$ cat src/rtl/st_irq_ack_ctrl.sv
// rtl/st_irq_ack_ctrl.sv - 68000 IPL merge and interrupt-acknowledge sequencer for MFP/VBL/HBL
// Optional macro IACK_TIMEOUT_EN: spurious-vector response when the MFP never answers an iack.
module st_irq_ack_ctrl #(
  parameter int         TIMEOUT_TICKS = 32,
  parameter logic [7:0] SPURIOUS_VEC  = 8'h18
) (
  input  logic       clk,
  input  logic       reset,
  input  logic       clk_en,
  input  logic       hbl,
  input  logic       vbl,
  input  logic       mfp_irq,
  input  logic       cpu_iack,
  input  logic [2:0] cpu_level,
  output logic [2:0] ipl_n,
  output logic [7:0] cpu_dout,
  output logic       cpu_dtack,
  output logic       cpu_vpa,
  output logic       mfp_iack,
  output logic       mfp_ds,
  input  logic       mfp_dtack,
  input  logic [7:0] mfp_dout
);

  localparam logic [2:0] S_IDLE     = 3'd0;
  localparam logic [2:0] S_MFP_REQ  = 3'd1;
  localparam logic [2:0] S_MFP_WAIT = 3'd2;
  localparam logic [2:0] S_MFP_DONE = 3'd3;
  localparam logic [2:0] S_AUTO     = 3'd4;

  logic [2:0] state;
  logic       hbl_d, vbl_d, iack_d;
  logic       hbl_p, vbl_p;
  logic       iack_rise, clr_h, clr_v;
  logic [2:0] level;

  assign iack_rise = cpu_iack & ~iack_d;

  // Autovector levels clear their pending flag on the acknowledge entry tick only.
  always_comb begin
    clr_v = 1'b0;
    clr_h = 1'b0;
    if (state == S_IDLE && iack_rise) begin
      clr_v = (cpu_level == 3'd4);
      clr_h = (cpu_level == 3'd2);
    end
  end

  always_comb begin
    level = 3'd0;
    if (mfp_irq)    level = 3'd6;
    else if (vbl_p) level = 3'd4;
    else if (hbl_p) level = 3'd2;
  end

`ifdef IACK_TIMEOUT_EN
  localparam int CNT_W = $clog2(TIMEOUT_TICKS + 1);
  logic [CNT_W-1:0] cnt;
`else
  wire [39:0] unused_cfg = {SPURIOUS_VEC, 32'(TIMEOUT_TICKS)};
`endif

  always_ff @(posedge clk) begin
    if (reset) begin
      state     <= S_IDLE;
      hbl_d     <= 1'b0;
      vbl_d     <= 1'b0;
      iack_d    <= 1'b0;
      hbl_p     <= 1'b0;
      vbl_p     <= 1'b0;
      ipl_n     <= 3'b111;
      cpu_dout  <= 8'h00;
      cpu_dtack <= 1'b0;
      cpu_vpa   <= 1'b0;
      mfp_iack  <= 1'b0;
      mfp_ds    <= 1'b1;
`ifdef IACK_TIMEOUT_EN
      cnt       <= '0;
`endif
    end else if (clk_en) begin
      hbl_d  <= hbl;
      vbl_d  <= vbl;
      iack_d <= cpu_iack;
      // A fresh edge wins over a clear in the same tick so it is never lost.
      hbl_p  <= (hbl & ~hbl_d) | (hbl_p & ~clr_h);
      vbl_p  <= (vbl & ~vbl_d) | (vbl_p & ~clr_v);
      ipl_n  <= ~level;

      case (state)
        S_IDLE: begin
          if (iack_rise) begin
            if (cpu_level == 3'd6) begin
              state <= S_MFP_REQ;
            end else begin
              state   <= S_AUTO;
              cpu_vpa <= 1'b1;
            end
          end
        end
        S_MFP_REQ: begin
          if (!cpu_iack) begin
            state <= S_IDLE;
          end else begin
            mfp_iack <= 1'b1;
            mfp_ds   <= 1'b0;
            state    <= S_MFP_WAIT;
`ifdef IACK_TIMEOUT_EN
            cnt      <= '0;
`endif
          end
        end
        S_MFP_WAIT: begin
          if (!cpu_iack) begin
            mfp_iack <= 1'b0;
            mfp_ds   <= 1'b1;
            state    <= S_IDLE;
          end else if (mfp_dtack) begin
            cpu_dout  <= mfp_dout;
            cpu_dtack <= 1'b1;
            state     <= S_MFP_DONE;
          end
`ifdef IACK_TIMEOUT_EN
          else if (cnt == CNT_W'(TIMEOUT_TICKS - 1)) begin
            cpu_dout  <= SPURIOUS_VEC;
            cpu_dtack <= 1'b1;
            mfp_iack  <= 1'b0;
            mfp_ds    <= 1'b1;
            state     <= S_MFP_DONE;
          end else begin
            cnt <= cnt + 1'b1;
          end
`endif
        end
        S_MFP_DONE: begin
          if (!cpu_iack) begin
            cpu_dtack <= 1'b0;
            mfp_iack  <= 1'b0;
            mfp_ds    <= 1'b1;
            state     <= S_IDLE;
          end
        end
        S_AUTO: begin
          if (!cpu_iack) begin
            cpu_vpa <= 1'b0;
            state   <= S_IDLE;
          end
        end
        default: state <= S_IDLE;
      endcase
    end
  end

endmodule

$ cat config.mk
export PLATFORM = sky130hd
export DESIGN_NAME = st_irq_ack_ctrl
export DESIGN_NICKNAME = d
export VERILOG_FILES = /design/src/rtl/st_irq_ack_ctrl.sv
export SDC_FILE = /design/constraint.sdc
export NUM_CORES = 1
export LEC_CHECK = 0
export CAP_MARGIN = 10
export CORE_MARGIN = 3
export CORE_UTILIZATION = 40
export DETAILED_ROUTE_END_ITERATION = 10
export GPL_TIMING_DRIVEN = 0
export HOLD_SLACK_MARGIN = 0.15
export PLACE_DENSITY_LB_ADDON = 0.08
export SLEW_MARGIN = 25
export SYNTH_ARGS = -nofsm -noshare
export SYNTH_HDL_FRONTEND = slang
export SYNTH_SLANG_ARGS = --single-unit
$ cat constraint.sdc
create_clock -name clk -period 1.3 [get_ports clk]
set_input_delay 0.13 -clock clk [delete_from_list [all_inputs] [get_ports clk]]
set_output_delay 0.13 -clock clk [all_outputs]
set_load 0.01 [all_outputs]
==> impl_metrics.csv, run 1 <==
group,metric,value,unit
cts,root_buffer,"sky130_fd_sc_hd__clkbuf_4",
route,routed_wire_length_per_instance,13.7,um
die,initial_standard_cell_utilization_of_the_core,0.444,
die,core_area,2320,um^2
timing,max_freq,765,MHz
route,number_of_vias_in_the_routed_layout,898,
die,ios,34,
pwr,proportion_of_power_drawn_by_combinational_gates,0.163,
logic_synthesis,post_synth_inst_count,110,
placed_design,port-buffer-count,31,
cts,cts_made_buffers,3,
placed_design,place_congestion,0.797,
timing,final-setup-viol-count,2,
cts,clock_tree.buffer_depth,2,
logic_synthesis,mappedNetlistArea,1030,um^2
cts,worst_skew_late_latency,300,ps
setup_path,worst-path-max-fanout,8,
placed_design,post-place-ws,-394,ps
placed_design,dp.final_hpwl,1.75,mm
timing,unrepaired_setup_endpoints_after_global_routing,"true",
route,avgViaCountPerCell,5.25,
placed_design,dp_cells,169,
pwr,p_switching,293,uW
die,design.die.area,3220,um^2
timing,slew_violations,0,
cts,cts_tree,"done",
route,drt_wl_total,2.34,mm
hold_path,hold_path.class,"in2reg",
logic_synthesis,synth_seq_area_share,0.428,
logic_synthesis,synth_area_leaders,"sky130_fd_sc_hd__dfxtp_1, sky130_fd_sc_hd__mux2i_1, sky130_fd_sc_hd__nor2_1",
global_route,antenna_found_initial,0,
logic_synthesis,synth_area_per_cell,9.35,um^2
logic_synthesis,count_of_flip_flops_with_a_built_in_enable_after_synthesis,0,
global_route,gr-total-overflow,0,
setup_path,startpoint_type,"flop",
final_layout,most_common_cell_after_layout_fill_and_taps_aside,"sky130_fd_sc_hd__dfxtp_1",
setup_path,endpoint_kind,"flop",
pwr,cellInternalPower,915,uW
status,status,"finished with violations",
logic_synthesis,synth_top_area_share,0.428,
timing,hold_violations,0,
logic_synthesis,yosys.cell_types.count,34,
timing,timing.final.crit_share,1.01,
timing,worst_slack,-7.29,ps
global_route,grt_first_pass_wirelength,3.94,mm
final_layout,post_route_cells_drive_above_1_share,0.161,
logic_synthesis,ys.warnings.count,0,
route,drcViolationCount,0,
cts,cts.clk_slew.worst_paths,120,ps
setup_path,crit_arrival,1500,ps
setup_path,timing.setup.critical_path_class,"reg2reg",
pwr,power_leakage,0.000595,uW
timing,finalWorstPathRequiredPeriod,1310,ps
cts,number_of_levels_the_h_tree_was_split_into,1,
cts,clock_sinks,22,
pwr,vdd.ir_drop.worst,0.803,mV
pwr,p_per_area,844,nW/um^2
timing,skew,4.89,ps
route,detailedRoute.firstIterationViolations,10,
status,violated_checks,"negative setup slack",
logic_synthesis,asyncSetResetFlopFracSynth,0,
final_layout,num-nets-final,164,
route,dr.pass1.iters,4,
timing,setup_total_negative_slack,-9.87,ps
setup_path,critical_path_required,1490,ps
pwr,power.share.switching,0.243,
global_route,global_route.usage.total,0.152,
die,die_y,56.7,um
die,row_count,17,
final_layout,layout_stage_area_growth_over_the_synthesis_result,39.2,%
final_layout,antennaDiodeCount,0,
flow_run,max_cap_violation_count,0,
final_layout,instances_no_fill,171,
logic_synthesis,postSynthNetCount,129,
die,die_w,56.7,um
logic_synthesis,yosys_top_cell_by_area,"sky130_fd_sc_hd__dfxtp_1",
global_route,grt_start_max_net_pins,12,
logic_synthesis,synth_seq_cells,22,
pwr,seq_power_share,0.586,
route,postRouteAntennaNets,0,
pwr,pwr-share-clk,0.251,
final_layout,mostFrequentLayoutCells,"sky130_fd_sc_hd__dfxtp_1, sky130_fd_sc_hd__clkdlybuf4s50_1, sky130_fd_sc_hd__dlygate4sd2_1",
global_route,vias_in_the_first_global_route,856,
logic_synthesis,dominantRegCellSynth,"sky130_fd_sc_hd__dfxtp_1",
[worst paths after layout]
path                 end  depth (start not counted)  slack (ps)     start
max reg2reg  cpu_dout[3]                          4          -7  state[2]
max          cpu_dout[3]                          4          -7  state[2]
min             ipl_n[2]                          4         200    clk_en
min reg2reg      cpu_vpa                          2         470   cpu_vpa
[cells by family after synthesis]
group,Yosys count,share of synthesized area
DFF,22,0.428
muxes,12,0.117
AOI/OAI and AO/OA,23,0.148
other,1,0.00365
buffers and inverters,15,0.0864
and+or+nand+nor,37,0.217
[worst max-delay path: stages (launching register included)]
cell and delay, ps:
sky130_fd_sc_hd__dfxtp_2 340, sky130_fd_sc_hd__and3b_4 290, sky130_fd_sc_hd__and3_4 280, sky130_fd_sc_hd__mux2i_1 220, sky130_fd_sc_hd__nor2_1 60
[stage by stage]
step | total power [uW] | hold slack [ps] | util | area, um^2
finish | 1210 | 199 | 0.617 | 1430
global route | 1270 | 228 | 0.617 | 1430
CTS | 1210 | 188 | 0.603 | 1400
detailed placement | 906 | 448 | 0.593 | 1370
global placement | 900 | 439 | 0.593 | 1370
floorplan | 813 | 231 | - | 1030
[registers in the layout, indices dropped and copies added, names as in the netlist]
register / count
cpu_dout: 8
cpu_dtack: 1
cpu_vpa: 1
hbl_d: 1
hbl_p: 1
iack_d: 1
ipl_n: 2
mfp_ds: 1
mfp_iack: 1
state: 3
vbl_d: 1
vbl_p: 1
[final cells by class]
type	instances	area, um^2
well taps	28	35.0
repair buffers	33	310
plain buffers	7	46.3
flip-flops and latches	22	447
inverters	5	18.8
fillers	222	887
clock buffers	3	22.5
multi-input cells	73	552
[per-layer routing]
metal / up-vias / share of wire / wire [um] / track usage
li1: 447 / - / - / -
met2: 25 / 0.54 / 1250 / 0.269
met3: 2 / 0.052 / 121 / 0.0483
met5: - / 0 / 0 / 0
met4: 0 / 0.0077 / 18 / 0.0237
met1: 424 / 0.40 / 946 / 0.181
[power by group through the flow]
stage               Sequential (uW)  Combinational (uW)  Clock (uW)
detailed placement              720                 185           0
global route                    712                 215         347
CTS                             705                 187         318
global placement                720                 181           0
finish                          708                 197         303
floorplan                       722                90.5           0
[repair_timing]
item                                    in CTS  in global routing
hold buffers                                 1                  0
resized for setup                           20                 12
endpoints found under the setup margin      24                 12
pin swaps                                    1                  4
gates cloned                                 0                  0
setup buffers                                1                  0
hold endpoints to repair                     1                  0
[cell usage after synthesis, drive strengths merged, types with 2 or more instances]
cell type,instances
mux2i,12
a211oi,2
o41ai,3
nor2,13
dfxtp,22
o21ai,4
clkbuf,2
nand3b,4
nor2b,3
nand2,4
nand2b,3
a21oi,7
inv,5
a21o,2
buf,8
nor3b,2
Note: power is estimated with default switching activity, not from simulation.
==> inputs of run 2 (changes only) <==
Settings changed: GPL_ROUTABILITY_DRIVEN from default to 0.
==> results of run 2 <==
The final DEF is identical to that of run 1; final timing and power are the same.
==> inputs of run 3 (changes only) <==
Settings changed: CELL_PAD_IN_SITES_DETAIL_PLACEMENT from default to 1, CELL_PAD_IN_SITES_GLOBAL_PLACEMENT from default to 1, CORE_UTILIZATION 40 to 29.
==> impl_metrics.csv, run 3 (synthesis gave the netlist of run 1 again) <==
group,metric,value,unit
timing,max-slew-margin-rel,0.661,
cts,cts_tree,"done",
cts,number_of_levels_the_h_tree_was_split_into,1,
cts,cts_made_buffers,3,
final_layout,area.sequential,447,um^2
status,violated_checks,"negative setup slack",
placed_design,dp_cells,185,
die,row_count,20,
pwr,p_per_area,960,nW/um^2
die,die_w,65.6,um
route,routed_wire_length_per_instance,14.6,um
setup_path,worst-path-max-fanout,10,
final_layout,most_common_cell_after_layout_fill_and_taps_aside,"sky130_fd_sc_hd__dfxtp_1",
setup_path,startpoint_type,"input port",
setup_path,crit_arrival,1630,ps
timing,skew,4.68,ps
route,number_of_vias_in_the_routed_layout,938,
pwr,power_leakage,0.000637,uW
global_route,grt_start_max_net_pins,14,
final_layout,layout_stage_area_growth_over_the_synthesis_result,48.3,%
cts,root_buffer,"sky130_fd_sc_hd__clkbuf_4",
final_layout,biggest_registers_after_layout,"cpu_dout (8), state (3), ipl_n (2)",
setup_path,r2r-start,"state[2]",
timing,timing.final.crit_share,1.10,
setup_path,critical_path_required,1500,ps
timing,slew_violations,0,
setup_path,crit_start,"cpu_iack",
global_route,global_route.usage.total,0.132,
final_layout,instances_no_fill,194,
final_layout,registers.top_by_ff_count,"cpu_dout",
global_route,grt_first_pass_wirelength,4.45,mm
flow_run,max_cap_violation_count,0,
global_route,gr-total-overflow,0,
route,dr.pass1.iters,6,
status,status,"finished with violations",
timing,unrepaired_setup_endpoints_after_global_routing,"true",
timing,timing_worst_slew_pin_value,508,ps
final_layout,num-nets-final,170,
route,detailedRoute.firstIterationViolations,33,
route,avgViaCountPerCell,4.84,
pwr,vdd.ir_drop.worst,0.552,mV
die,die_y,65.6,um
cts,clock_sinks,22,
route,drt_wl_total,2.83,mm
global_route,vias_in_the_first_global_route,944,
die,ios,34,
timing,max_freq,700,MHz
timing,hold_violations,0,
route,drcViolationCount,0,
setup_path,timing.setup.critical_path_class,"in2reg",
timing,worst_slack,-128,ps
final_layout,mostFrequentLayoutCells,"sky130_fd_sc_hd__dfxtp_1, sky130_fd_sc_hd__clkdlybuf4s50_1, sky130_fd_sc_hd__dlygate4sd2_1",
pwr,overall_power,1460,uW
die,design.die.area,4300,um^2
final_layout,post_route_cells_drive_above_1_share,0.200,
die,initial_standard_cell_utilization_of_the_core,0.321,
cts,cts.clk_slew.worst_paths,130,ps
final_layout,area_of_the_multi_input_gates,551,um^2
final_layout,largest_register_ff_count,8,
die,core_area,3200,um^2
timing,setup_total_negative_slack,-182,ps
final_layout,n_fill_cell,417,
hold_path,hold_start,"clk_en",
placed_design,port-buffer-count,31,
hold_path,hold_path.class,"in2reg",
setup_path,endpoint_kind,"flop",
timing,final-setup-viol-count,2,
global_route,antenna_found_initial,0,
placed_design,dp.final_hpwl,1.89,mm
timing,finalHoldWorstSlack,205,ps
cts,worst_skew_late_latency,310,ps
timing,finalWorstPathRequiredPeriod,1430,ps
final_layout,antennaDiodeCount,0,
cts,clock_tree.buffer_depth,2,
route,postRouteAntennaNets,0,
## run 3: worst paths after layout
kind | endpoint | depth (start not counted) | slack [ps]
min reg2reg | cpu_vpa | 2 | 470
min | ipl_n[2] | 4 | 210
max | vbl_p | 6 | -130
max reg2reg | vbl_p | 5 | -110
## run 3: stage by stage
step | util | cell area (um^2) | worst slack (ps)
6_report | 0.476 | 1530 | -128
3_3_place_gp | 0.435 | 1390 | -371
2_1_floorplan | - | 1030 | 49.3
5_1_grt | 0.476 | 1530 | -200
4_1_cts | 0.453 | 1450 | -50.6
3_5_place_dp | 0.435 | 1390 | -394
## run 3: final cells by class
cell class	count	area share
inverters	5	0.0123
clock buffers	3	0.0148
repair buffers	39	0.233
plain buffers	7	0.0304
clock inverters	1	0.0197
well taps	44	0.0361
multi-input cells	73	0.361
flip-flops and latches	22	0.293
## run 3: power by group
group	switching (uW)	leakage, uW	total [uW]	internal (uW)
logic	93.4	0.000428	217	123
clock network	226	0.0000279	537	312
registers	15.8	0.000181	710	694
total	335	0.000637	1460	1130
## run 3: repair_timing
item,CTS,global route
hold endpoints to repair,1,0
gates resized for setup,19,14
pin swaps,1,4
hold buffers,1,0
setup buffers,3,4
setup endpoints to repair,25,14
## run 3: per-layer routing
| layer | global-route usage | routed length, um | up-vias |
|---|---|---|---|
| met3 | 0.0291 | 127 | 2 |
| met1 | 0.164 | 1220 | 456 |
| met4 | 0.0389 | 15 | 0 |
| li1 | - | - | 462 |
| met5 | 0 | 0 | - |
| met2 | 0.226 | 1460 | 18 |
## run 3: worst max-delay path: stages
cell                              delay, ps
sky130_fd_sc_hd__clkdlybuf4s50_1        490
sky130_fd_sc_hd__buf_4                  180
sky130_fd_sc_hd__nor3b_4                240
sky130_fd_sc_hd__nand3_2                130
sky130_fd_sc_hd__o41ai_2                330
sky130_fd_sc_hd__a21oi_1                110
